### src/rtl/load_store_unit.sv
// ---------------------------------------------------------------------------
// load_store_unit
//
// Bridges the EX/MEM pipeline register and a word-oriented data memory.
// Takes one load/store request at a time. Downstream it issues only
// word-aligned, full-word accesses: sub-word loads are extracted and
// extended here, and SB/SH become read-modify-write sequences. Misaligned or
// illegal requests are answered with resp_err and never touch memory.
//
// Ports
//   clk, reset      : rising-edge clock, synchronous active-high reset
//   req_valid/ready : request handshake (ready only while IDLE)
//   req_read/write  : load / store selector
//   req_funct3      : RV32I load/store width/sign encoding
//   req_addr        : byte address
//   req_wdata       : store data (rs2)
//   resp_valid      : one-cycle completion pulse
//   resp_rdata      : extended load data (0 for stores and errors)
//   resp_err        : misaligned / illegal request, valid with resp_valid
//   mem_addr        : word-aligned memory address
//   mem_wdata       : full word to write
//   mem_read        : read strobe, data returns the following cycle
//   mem_write       : write strobe
//   mem_funct3      : always word access
//   mem_rdata       : memory read data
// ---------------------------------------------------------------------------
module load_store_unit #(
  parameter int ADDRESS_WIDTH = 9,
  parameter int DATA_WIDTH    = 32
) (
  input  logic                     clk,
  input  logic                     reset,
  input  logic                     req_valid,
  output logic                     req_ready,
  input  logic                     req_read,
  input  logic                     req_write,
  input  logic [2:0]               req_funct3,
  input  logic [ADDRESS_WIDTH-1:0] req_addr,
  input  logic [DATA_WIDTH-1:0]    req_wdata,
  output logic                     resp_valid,
  output logic [DATA_WIDTH-1:0]    resp_rdata,
  output logic                     resp_err,
  output logic [ADDRESS_WIDTH-1:0] mem_addr,
  output logic [DATA_WIDTH-1:0]    mem_wdata,
  output logic                     mem_read,
  output logic                     mem_write,
  output logic [2:0]               mem_funct3,
  input  logic [DATA_WIDTH-1:0]    mem_rdata
);

  typedef enum logic [2:0] {
    IDLE  = 3'd0,
    READ  = 3'd1,
    LATCH = 3'd2,
    WRITE = 3'd3,
    RESP  = 3'd4
  } state_t;

  // How an incoming request will be serviced.
  typedef enum logic [2:0] {
    OP_NONE = 3'd0,
    OP_ERR  = 3'd1,
    OP_LOAD = 3'd2,
    OP_SW   = 3'd3,
    OP_RMW  = 3'd4
  } op_t;

  // Decode a request into its service path, including alignment checks.
  function automatic op_t classify(input logic rd, input logic wr,
                                   input logic [2:0] f3, input logic [1:0] lane);
    op_t op;
    op = OP_ERR;
    if (rd && wr) begin
      op = OP_ERR;
    end else if (rd) begin
      case (f3)
        3'b000, 3'b100: op = OP_LOAD;
        3'b001, 3'b101: op = lane[0] ? OP_ERR : OP_LOAD;
        3'b010:         op = (lane != 2'b00) ? OP_ERR : OP_LOAD;
        default:        op = OP_ERR;
      endcase
    end else if (wr) begin
      case (f3)
        3'b000:  op = OP_RMW;
        3'b001:  op = lane[0] ? OP_ERR : OP_RMW;
        3'b010:  op = (lane != 2'b00) ? OP_ERR : OP_SW;
        default: op = OP_ERR;
      endcase
    end else begin
      op = OP_NONE;
    end
    return op;
  endfunction

  // Pick the addressed byte/half out of a word and sign- or zero-extend it.
  function automatic logic [DATA_WIDTH-1:0] load_extend(input logic [DATA_WIDTH-1:0] word,
                                                        input logic [2:0] f3,
                                                        input logic [1:0] lane);
    logic [7:0]            b;
    logic [15:0]           h;
    logic [DATA_WIDTH-1:0] res;
    case (lane)
      2'd0:    b = word[7:0];
      2'd1:    b = word[15:8];
      2'd2:    b = word[23:16];
      2'd3:    b = word[31:24];
      default: b = 8'h00;
    endcase
    if (lane[1]) begin
      h = word[31:16];
    end else begin
      h = word[15:0];
    end
    case (f3)
      3'b000:  res = {{(DATA_WIDTH-8){b[7]}}, b};
      3'b100:  res = {{(DATA_WIDTH-8){1'b0}}, b};
      3'b001:  res = {{(DATA_WIDTH-16){h[15]}}, h};
      3'b101:  res = {{(DATA_WIDTH-16){1'b0}}, h};
      3'b010:  res = word;
      default: res = {DATA_WIDTH{1'b0}};
    endcase
    return res;
  endfunction

  // Replace only the addressed byte/half of the old word with store data.
  function automatic logic [DATA_WIDTH-1:0] store_merge(input logic [DATA_WIDTH-1:0] old_word,
                                                        input logic [DATA_WIDTH-1:0] wd,
                                                        input logic [2:0] f3,
                                                        input logic [1:0] lane);
    logic [DATA_WIDTH-1:0] res;
    res = old_word;
    case (f3)
      3'b000: begin
        case (lane)
          2'd0:    res[7:0]   = wd[7:0];
          2'd1:    res[15:8]  = wd[7:0];
          2'd2:    res[23:16] = wd[7:0];
          2'd3:    res[31:24] = wd[7:0];
          default: res = old_word;
        endcase
      end
      3'b001: begin
        if (lane[1]) begin
          res[31:16] = wd[15:0];
        end else begin
          res[15:0] = wd[15:0];
        end
      end
      default: res = wd;
    endcase
    return res;
  endfunction

  state_t                  state_r;
  state_t                  next_state_s;
  op_t                     req_op_s;
  logic                    accept_s;

  logic                    read_r;
  logic                    write_r;
  logic [2:0]              funct3_r;
  logic [1:0]              lane_r;
  logic [DATA_WIDTH-1:0]   wdata_r;

  logic                    req_ready_r;
  logic                    resp_valid_r;
  logic [DATA_WIDTH-1:0]   resp_rdata_r;
  logic                    resp_err_r;
  logic [ADDRESS_WIDTH-1:0] mem_addr_r;
  logic [DATA_WIDTH-1:0]   mem_wdata_r;
  logic                    mem_read_r;
  logic                    mem_write_r;

  assign req_op_s = classify(req_read, req_write, req_funct3, req_addr[1:0]);
  assign accept_s = (state_r == IDLE) && req_valid;

  // State register.
  always_ff @(posedge clk) begin
    if (reset) begin
      state_r <= IDLE;
    end else begin
      state_r <= next_state_s;
    end
  end

  // Next-state decode.
  always_comb begin
    next_state_s = state_r;
    case (state_r)
      IDLE: begin
        if (req_valid) begin
          case (req_op_s)
            OP_LOAD, OP_RMW: next_state_s = READ;
            OP_SW:           next_state_s = WRITE;
            default:         next_state_s = RESP;
          endcase
        end else begin
          next_state_s = IDLE;
        end
      end
      READ:  next_state_s = LATCH;
      LATCH: begin
        if (write_r) begin
          next_state_s = WRITE;
        end else begin
          next_state_s = RESP;
        end
      end
      WRITE:   next_state_s = RESP;
      RESP:    next_state_s = IDLE;
      default: next_state_s = IDLE;
    endcase
  end

  // Request holding registers, loaded only on accept.
  always_ff @(posedge clk) begin
    if (reset) begin
      read_r   <= 1'b0;
      write_r  <= 1'b0;
      funct3_r <= 3'b000;
      lane_r   <= 2'b00;
      wdata_r  <= {DATA_WIDTH{1'b0}};
    end else if (accept_s) begin
      read_r   <= req_read;
      write_r  <= req_write;
      funct3_r <= req_funct3;
      lane_r   <= req_addr[1:0];
      wdata_r  <= req_wdata;
    end else begin
      read_r   <= read_r;
      write_r  <= write_r;
      funct3_r <= funct3_r;
      lane_r   <= lane_r;
      wdata_r  <= wdata_r;
    end
  end

  // Registered outputs, derived from the state being entered.
  always_ff @(posedge clk) begin
    if (reset) begin
      req_ready_r  <= 1'b1;
      resp_valid_r <= 1'b0;
      resp_rdata_r <= {DATA_WIDTH{1'b0}};
      resp_err_r   <= 1'b0;
      mem_addr_r   <= {ADDRESS_WIDTH{1'b0}};
      mem_wdata_r  <= {DATA_WIDTH{1'b0}};
      mem_read_r   <= 1'b0;
      mem_write_r  <= 1'b0;
    end else begin
      req_ready_r  <= (next_state_s == IDLE);
      resp_valid_r <= (next_state_s == RESP);
      mem_read_r   <= (next_state_s == READ);
      mem_write_r  <= (next_state_s == WRITE);

      // Word address is held for the whole operation and parked at 0 in IDLE.
      if (next_state_s == IDLE) begin
        mem_addr_r <= {ADDRESS_WIDTH{1'b0}};
      end else if (accept_s) begin
        mem_addr_r <= {req_addr[ADDRESS_WIDTH-1:2], 2'b00};
      end else begin
        mem_addr_r <= mem_addr_r;
      end

      // SW writes rs2 directly; SB/SH merge into the word read back in LATCH.
      if (next_state_s == IDLE) begin
        mem_wdata_r <= {DATA_WIDTH{1'b0}};
      end else if (accept_s && (req_op_s == OP_SW)) begin
        mem_wdata_r <= req_wdata;
      end else if ((state_r == LATCH) && write_r) begin
        mem_wdata_r <= store_merge(mem_rdata, wdata_r, funct3_r, lane_r);
      end else begin
        mem_wdata_r <= mem_wdata_r;
      end

      // Load data is captured as LATCH hands over to RESP.
      if ((state_r == LATCH) && read_r) begin
        resp_rdata_r <= load_extend(mem_rdata, funct3_r, lane_r);
      end else if (state_r == RESP) begin
        resp_rdata_r <= {DATA_WIDTH{1'b0}};
      end else begin
        resp_rdata_r <= resp_rdata_r;
      end

      // Errors go straight to RESP, so the flag set on accept lines up with it.
      if (accept_s) begin
        resp_err_r <= (req_op_s == OP_ERR);
      end else if (state_r == RESP) begin
        resp_err_r <= 1'b0;
      end else begin
        resp_err_r <= resp_err_r;
      end
    end
  end

  assign req_ready  = req_ready_r;
  assign resp_valid = resp_valid_r;
  assign resp_rdata = resp_rdata_r;
  assign resp_err   = resp_err_r;
  assign mem_addr   = mem_addr_r;
  assign mem_wdata  = mem_wdata_r;
  assign mem_read   = mem_read_r;
  assign mem_write  = mem_write_r;
  assign mem_funct3 = 3'b010;

endmodule

### config.mk
export PLATFORM = sky130hd
export DESIGN_NAME = load_store_unit
export DESIGN_NICKNAME = d
export VERILOG_FILES = /design/src/rtl/load_store_unit.sv
export SDC_FILE = /design/constraint.sdc
export NUM_CORES = 1
export LEC_CHECK = 0
export CAP_MARGIN = 15
export CORE_MARGIN = 5
export CORE_UTILIZATION = 51
export DETAILED_ROUTE_END_ITERATION = 7
export PLACE_DENSITY = 0.84
export REMOVE_ABC_BUFFERS = 1
export SLEW_MARGIN = 25
export SYNTH_ARGS = -nofsm -noshare
export SYNTH_HDL_FRONTEND = slang
export SYNTH_SLANG_ARGS = --single-unit
### constraint.sdc
create_clock -name clk -period 4.6 [get_ports clk]
set_input_delay 1.15 -clock clk [delete_from_list [all_inputs] [get_ports clk]]
set_output_delay 1.15 -clock clk [all_outputs]
set_load 0.05 [all_outputs]
==> reports/summary.txt, run 1 <==
Worst EP required = 5.07 ns
ratio of cells with drive above 1 in the final layout = 9.511%
Peak VDD IR = 0.2787 mV
flops & latches, synth = 118
HPWL after detailed placement = 12.77 mm
pin count of the biggest net entering global routing = 48
mux cell area share after synthesis = 6.654%
Arr. time, crit path = 3.77 ns
Worst-Skew Late Latency = 0.53 ns
die height = 112.9 um
max cap viols = 0
Die X-Extent = 112.9 um
Clock Skew = 0.008046 ns
Yosys cell types = 59
full die area = 12,740 um2
largest cells by area after synthesis = dfxtp_1, a221o_1, nand2_1
final setup violation count = 0
Adder-Cell Fraction of Synth Area = 0%
std cell rows = 37
area leader, netlist = dfxtp_1
Post-synth EDFFs = 0
port bufs = 156
compound-gate portion of the synthesized area = 27.66%
Slew Limit Fails = 0
Max clock buf depth = 2
post_cts resized = 0
Main synth FF type = dfxtp_1
Pleak = 0.002771 uW
total CTS buffers = 17
Combinational Power Share = 13.7%
relative slew slack = 30.65%
minimum clock period = 3.307 ns
post-synthesis sequential area ratio = 43.77%
RSZ-0062 raised after global routing = false
H-tree Lvls = 4
largest family of logic cells by synthesized area = compound AO/OA/AOI/OAI gates
CTS hold repair buffers = 0
Pwr Density = 369.5 nW/um2
cells after synthesis = 610
dpl ws = 0.8307 ns
critical path type = input port to register
Final Hold Fails = 0
top post-synthesis cells by count = dfxtp_1, nand2_1, a21oi_1
Post-Syn Area = 5396 um2
post-synth top area share = 43.77%
Area Overhead vs Synth = 39.93%
non-filler cells, final = 893
Ports = 162
DRT antenna net count = 0
Avg Cell Area, Syn = 8.847 um2
CP Launch Type = input port
final design utilization = 73.14%
post-CTS setup repair buffer count = 0
Post-Synth XOR/XNOR Area = 0%
crit path capture type = register
Clk Tree Root Cell = clkbuf_8
setup tns final = 0 ns
asr flop ratio synth = 0%
Starting Density = 52.27%
Int Pwr = 2041 uW
Detailed Route WL = 19.11 mm
crit path max fanout = 18
Clk pin slew, worst setup/hold paths = 0.06 ns
final worst-path cycle share = 71.89%
Diodes inserted = 0
initial antenna violation count = 0
first-pass GRT wire length = 29.50 mm
detailed-route via count = 5,696
most common cell in the synthesized netlist = dfxtp_1
Sw Share = 26.85%
WL/cell = 21.40 um
Psw = 749.1 uW
vias in the first global route = 5,604
simple-gate share of the synthesized area = 16.28%
total iterations of the first detailed-routing run = 6
total grt overflow = 0
drt via density = 6.378
drt initial violations = 886
slew at the pin closest to its max-slew limit = 1.032 ns
Core Area = 10,320 um2
type of the tightest min-delay check = register to register
CTS Sinks = 118
Seq pwr share = 39.0%
final net count = 826
clock network power share = 47.3%
setup slack after layout = 1.293 ns
DRC viols = 0
Synth Warn # = 0
status = complete, no violations
fmax = 0.3024 GHz
Total Routing Usage GR = 28.87%
Placer Congestion = 0.9465
placed cells = 862
CTS tree = yes
==> cells by family (layout without fill, tap and decap cells) <==
logic type             count (synthesis)  count (layout)
flip-flops                           118             118
AND/OR/NAND/NOR                      196             196
multiplexers                          33              33
buffers and inverters                 63             207
AO/OA/AOI/OAI                        198             198
other                                  2               5
==> cell usage in the layout, fill, tap and decap left out, types with 3 or more instances in the layout <==
| master | count |
|---|---|
| o21ai_0 | 7 |
| a22oi_1 | 12 |
| a211oi_1 | 5 |
| nor2_1 | 46 |
| a221o_1 | 54 |
| clkinv_2 | 5 |
| a222oi_1 | 16 |
| buf_4 | 10 |
| nand2b_1 | 3 |
| conb_1 | 5 |
| bufinv_16 | 3 |
| nand3_1 | 3 |
| mux2_2 | 13 |
| mux2i_1 | 19 |
| clkbuf_16 | 16 |
| o221ai_1 | 6 |
| dfxtp_1 | 118 |
| nor2b_1 | 3 |
| nand3b_1 | 3 |
| nand2_1 | 111 |
| clkdlybuf4s50_1 | 155 |
| o2bb2ai_1 | 3 |
| a21oi_1 | 74 |
| a22o_1 | 5 |
| nor3_1 | 6 |
| inv_1 | 10 |
==> layer usage <==
metal | vias up | routed length (um) | part of all wire [%] | GRT usage (%)
li1 | 2542 | - | - | -
met4 | 0 | 609 | 3.2 | 12.10
met5 | - | 0 | 0 | 0
met3 | 70 | 2676 | 14 | 9.786
met2 | 449 | 8544 | 45 | 44.87
met1 | 2635 | 7279 | 38 | 36.72
==> worst max-delay path, cell delays in order <==
cell and delay [ns]:
clkdlybuf4s50_1 0.51, nor4_4 0.37, nand3_1 0.22, a211o_2 0.44, nor2_2 0.52, buf_4 0.36
a221o_1 0.18
==> sequential cells by signal, indices dropped and copies added (netlist names) <==
name,cells
wdata_r,32
funct3_r,3
resp_valid,1
mem_addr,7
resp_err,1
mem_read,1
mem_write,1
write_r,1
mem_wdata,32
req_ready,1
read_r,1
resp_rdata,32
lane_r,2
state_r,3
==> power groups by stage <==
stage | Clock [uW] | Combinational, uW | Sequential, uW
floorplan | 0 | 176 | 1120
global route | 1370 | 403 | 1090
detailed placement | 0 | 367 | 1110
CTS | 1320 | 371 | 1090
finish | 1320 | 382 | 1090
global placement | 0 | 358 | 1100
==> final timing paths <==
path | cells past startpoint | slack, ns | from | to
max | 7 | 1.29 | req_funct3[2] | mem_wdata[4]
min | 2 | 0.45 | resp_rdata[15] | resp_rdata[15]
max reg2reg | 5 | 1.97 | funct3_r[0] | resp_rdata[23]
min reg2reg | 2 | 0.45 | resp_rdata[15] | resp_rdata[15]
==> through the flow <==
step | hold slack, ns | total power [uW] | area, um2
2_1_floorplan | 0.4297 | 1294 | 5149
3_3_place_gp | 0.4416 | 1463 | 6959
3_5_place_dp | 0.4466 | 1473 | 6959
4_1_cts | 0.4561 | 2775 | 7543
5_1_grt | 0.4676 | 2865 | 7551
6_report | 0.4533 | 2790 | 7551
==> final cells by class <==
type	count	area, um2
inverters	10	37.54
well taps	136	170.2
repair buffers	166	1632
multi-input cells	432	2765
clock inverters	13	156.4
clock buffers	18	427.9
flip-flops and latches	118	2362
fillers	751	2773
Note: power is estimated with default switching activity, not from simulation.
==> inputs of run 2 (changes only) <==
--- a/config.mk
+++ b/config.mk
@@ -7,9 +7,9 @@
 export LEC_CHECK = 0
 export CAP_MARGIN = 15
 export CORE_MARGIN = 5
-export CORE_UTILIZATION = 51
+export CORE_UTILIZATION = 47
 export DETAILED_ROUTE_END_ITERATION = 7
-export PLACE_DENSITY = 0.84
+export PLACE_DENSITY = 0.78
 export REMOVE_ABC_BUFFERS = 1
 export SLEW_MARGIN = 25
 export SYNTH_ARGS = -nofsm -noshare
==> constraint.sdc (replaced) <==
create_clock -name clk -period 3.5 [get_ports clk]
set_input_delay 0.875 -clock clk [delete_from_list [all_inputs] [get_ports clk]]
set_output_delay 0.875 -clock clk [all_outputs]
set_load 0.05 [all_outputs]
==> run 2 against run 1 <==
Net effect:
- clock power grew 55%
- count of clock-buffer cells in the layout increased by 6
- sequential share of layout area fell by 0.71 points
- via count is 0.81% lower
- sequential power grew 31%
- global-route usage down 1.3 points
- die area increased by 7.7%
- final cell count grew 1.7%
- combinational power grew 32%
- flip-flop and latch count stayed put
==> reports/summary.txt, run 2 (same netlist as run 1, synthesis figures left out) <==
worst flop-to-flop path startpoint = funct3_r[1]
fmax = 0.3556 GHz
Psw = 943.0 uW
H-tree Lvls = 4
setup slack after layout = 0.6877 ns
Filler cells = 923
drt initial violations = 856
DRT antenna net count = 0
crit path max fanout = 31
HPWL after detailed placement = 13.28 mm
Max clock buf depth = 2
final worst-path cycle share = 80.35%
Final Hold Fails = 0
CTS Sinks = 118
std cell rows = 39
vias in the first global route = 5,480
relative slew slack = 40.29%
Area Overhead vs Synth = 43.19%
ratio of cells with drive above 1 in the final layout = 10.07%
Die X-Extent = 117.2 um
slew at the pin closest to its max-slew limit = 0.8897 ns
initial antenna violation count = 0
min-delay src = resp_rdata[4]
port bufs = 156
Pwr Density = 515.3 nW/um2
DRC viols = 0
minimum clock period = 2.812 ns
WL/cell = 21.21 um
Clk pin slew, worst setup/hold paths = 0.05 ns
CTS hold repair buffers = 0
Clock Skew = 0.007166 ns
Hold Worst Slack = 0.4551 ns
crit path capture type = register
RSZ-0062 raised after global routing = false
commonest cells after routing, fill and taps aside = clkdlybuf4s50_1, dfxtp_1, nand2_1
total iterations of the first detailed-routing run = 7
drt via density = 6.222
Clk Tree Root Cell = clkbuf_16
total CTS buffers = 17
pin count of the biggest net entering global routing = 49
Starting Density = 47.67%
Seq pwr share = 35.9%
final net count = 834
crit path from = req_funct3[2]
Combinational Power Share = 12.7%
final setup violation count = 0
post_cts resized = 0
Detailed Route WL = 19.26 mm
type of the tightest min-delay check = register to register
Int Pwr = 3039 uW
Worst-Skew Late Latency = 0.41 ns
Arr. time, crit path = 3.10 ns
post-CTS setup repair buffer count = 0
Sw Share = 23.68%
fin area = 7727 um2
Diodes inserted = 0
Slew Limit Fails = 0
CP Launch Type = input port
critical path type = input port to register
max cap viols = 0
CTS tree = yes
Core Area = 11,320 um2
first-pass GRT wire length = 29.19 mm
dpl ws = 0.3010 ns
detailed-route via count = 5,650
PnR Total Power = 3982 uW
Pleak = 0.002861 uW
total grt overflow = 0
Placer Congestion = 0.9483
Total Routing Usage GR = 27.56%
status = complete, no violations
Worst EP required = 3.79 ns
Peak VDD IR = 0.2989 mV
most common cell after layout, fill and taps aside = clkdlybuf4s50_1
clock network power share = 51.4%
die height = 117.2 um
Ports = 162
setup tns final = 0 ns
full die area = 13,720 um2
Cell Area, Placed = 7028 um2
## run 2: changes by cell type in the layout (fill, tap and decap cells not counted), sizes merged
| cell | change |
|---|---|
| clkinvlp | -1 |
| inv | -1 |
| clkbuf | +6 |
| bufinv | +3 |
| clkinv | -7 |
| buf | +8 |
## run 2: per-layer routing
metal  global-route usage [%]  share of wire (%)  up-vias
met2                    45.36                 48      348
met1                    34.95                 39     2697
met5                        0                  0        -
li1                         -                  -     2556
met4                    8.333                2.4        0
met3                    8.226                 11       49
## run 2: critical path: stages
cell,delay (ns)
clkdlybuf4s50_1,0.50
nor4_4,0.34
o2111ai_1,0.24
a211o_2,0.41
and3_4,0.33
a221o_1,0.39
## run 2: through the flow
stage	instances	utilization (%)
6_report	908	68.26
5_1_grt	908	68.26
4_1_cts	908	68.26
3_5_place_dp	877	62.08
3_3_place_gp	877	62.08
2_1_floorplan	560	-
## run 2: power by group through the flow
stage	clock network, uW	logic (uW)	registers [uW]
after floorplan	0	231	1470
after global placement	0	485	1450
after detailed placement	0	492	1460
after CTS	2060	497	1430
after global routing	2130	536	1430
final	2040	506	1430
## run 2: worst paths after layout
check             slack [ns]  cells past startpoint             to
hold / removal          0.46                      2  resp_rdata[4]
setup reg to reg        1.00                      5  mem_wdata[10]
setup / recovery        0.69                      6  mem_wdata[11]
hold reg to reg         0.46                      2  resp_rdata[4]
## run 2: area by class of cell
| type | count | area, um2 | share of cell area [%] |
|---|---|---|---|
| clock buffers | 24 | 511.7 | 6.622 |
| clock inverters | 7 | 187.7 | 2.429 |
| inverters | 10 | 37.54 | 0.4858 |
| multi-input cells | 432 | 2758 | 35.69 |
| flip-flops and latches | 118 | 2362 | 30.57 |
| well taps | 143 | 178.9 | 2.315 |
| repair buffers | 174 | 1692 | 21.89 |
==> inputs of run 3 (changes only) <==
==> constraint.sdc (replaced) <==
create_clock -name clk -period 2.66 [get_ports clk]
set_input_delay 0.665 -clock clk [delete_from_list [all_inputs] [get_ports clk]]
set_output_delay 0.665 -clock clk [all_outputs]
set_load 0.05 [all_outputs]
==> run 3 against run 2 <==
Net effect:
- the run now ends with DRC left
- clock power is 15% higher
- sequential power is 31% higher
- design area is 0.89% higher
- global-route usage is 1.3 points higher
- non-clock buffer count is 19 higher
- wire length is 3.1% higher
- critical path type unchanged
==> reports/summary.txt, run 3 (same netlist as run 1, synthesis figures left out) <==
std cell rows = 39
Worst EP required = 2.96 ns
relative slew slack = 35.77%
Total Routing Usage GR = 28.89%
CTS tree = yes
failing checks = DRC
Starting Density = 47.67%
ratio of cells with drive above 1 in the final layout = 12.48%
port bufs = 156
Clk pin slew, worst setup/hold paths = 0.05 ns
crit path max fanout = 31
fmax = 0.3930 GHz
Final Hold Fails = 0
Filler cells = 910
Ports = 162
slew at the pin closest to its max-slew limit = 0.9634 ns
Worst-Skew Late Latency = 0.42 ns
post-CTS setup repair buffer count = 0
Detailed Route WL = 19.87 mm
Core Area = 11,320 um2
Pwr Density = 633.0 nW/um2
drt via density = 6.177
Arr. time, crit path = 2.84 ns
final setup violation count = 0
Cell Area, Placed = 7188 um2
first-pass GRT wire length = 30.67 mm
Placer Congestion = 0.9287
type of the tightest min-delay check = register to register
WL/cell = 21.41 um
pin count of the biggest net entering global routing = 49
status = finished, violations left
minimum clock period = 2.545 ns
detailed-route via count = 5,732
Clock Skew = 0.006287 ns
Die X-Extent = 117.2 um
Clk Tree Root Cell = clkbuf_16
most common cell after layout, fill and taps aside = clkdlybuf4s50_1
Max clock buf depth = 2
setup tns final = 0 ns
Pleak = 0.002915 uW
total CTS buffers = 17
DRT antenna net count = 0
crit path capture type = register
CTS hold repair buffers = 0
post_cts resized = 0
Area Overhead vs Synth = 44.47%
full die area = 13,720 um2
RSZ-0062 raised after global routing = false
commonest cells after routing, fill and taps aside = clkdlybuf4s50_1, dfxtp_1, nand2_1
total iterations of the first detailed-routing run = 8
CTS Sinks = 118
Slew Limit Fails = 0
critical path type = input port to register
drt initial violations = 756
CP Launch Type = input port
H-tree Lvls = 4
DRC viols = 4
final net count = 853
HPWL after detailed placement = 13.71 mm
vias in the first global route = 5,886
Diodes inserted = 0
fin area = 7796 um2
initial antenna violation count = 0
die height = 117.2 um
max cap viols = 0
total grt overflow = 0
Peak VDD IR = 0.3396 mV
final worst-path cycle share = 95.66%
[run 3: changes by cell type in the layout (fill, tap and decap cells not counted)]
cell,previous run,this run
bufinv_16,6,3
clkbuf_8,6,2
clkinv_4,0,2
inv_6,0,1
buf_12,0,1
nor3_2,0,1
buf_4,18,36
clkinv_2,0,4
nor3_1,6,5
clkinvlp_4,1,2
[run 3: area by class of cell]
| cell class | instances | area [um2] | area share (%) |
|---|---|---|---|
| Clock buffer | 20 | 456.7 | 5.858 |
| Clock inverter | 12 | 151.4 | 1.942 |
| Inverter | 10 | 37.54 | 0.4815 |
| Multi-Input combinational cell | 432 | 2763 | 35.44 |
| Sequential cell | 118 | 2362 | 30.30 |
| Tap cell | 143 | 178.9 | 2.295 |
| Timing Repair Buffer | 193 | 1847 | 23.69 |
[run 3: where the power goes]
group / switching [uW] / internal (uW) / total (uW)
clock: 832 / 1520 / 2350
combinational: 409 / 297 / 706
sequential: 56.8 / 1820 / 1880
total: 1300 / 3640 / 4930
[run 3: worst paths after layout]
kind                                    start            end  slack (ns)  depth (start not counted)
worst min register to register  resp_rdata[0]  resp_rdata[0]        0.45                          2
worst max-delay path            req_funct3[2]   mem_wdata[9]        0.12                          6
worst max register to register      lane_r[1]  resp_rdata[1]        0.32                          5
worst min-delay path            resp_rdata[0]  resp_rdata[0]        0.45                          2
[run 3: per-stage QoR]
stage | hold WS (ns) | util (%) | worst slack (ns) | cells | power (uW)
floorplan | 0.4297 | - | -2.245 | 560 | 2238
global placement | 0.4416 | 63.45 | -0.1594 | 896 | 2584
detailed placement | 0.4465 | 63.49 | -0.2769 | 896 | 2595
CTS | 0.4520 | 68.87 | 0.1469 | 928 | 4926
global route | 0.4739 | 68.87 | 0.05694 | 928 | 5091
finish | 0.4490 | 68.87 | 0.1154 | 928 | 4935
[run 3: critical path, cell delays in order]
cell and delay (ns):
clkdlybuf4s50_1 0.50, nor4_4 0.34, o2111ai_1 0.22, a211o_2 0.36, and3_4 0.33, a221o_1 0.41
[run 3: metal layers]
metal | wire, um | track usage [%] | vias up
met4 | 666 | 11.47 | 0
met2 | 9245 | 47.51 | 355
li1 | - | - | 2612
met3 | 2360 | 8.792 | 65
met1 | 7596 | 35.41 | 2700
met5 | 0 | 0 | -
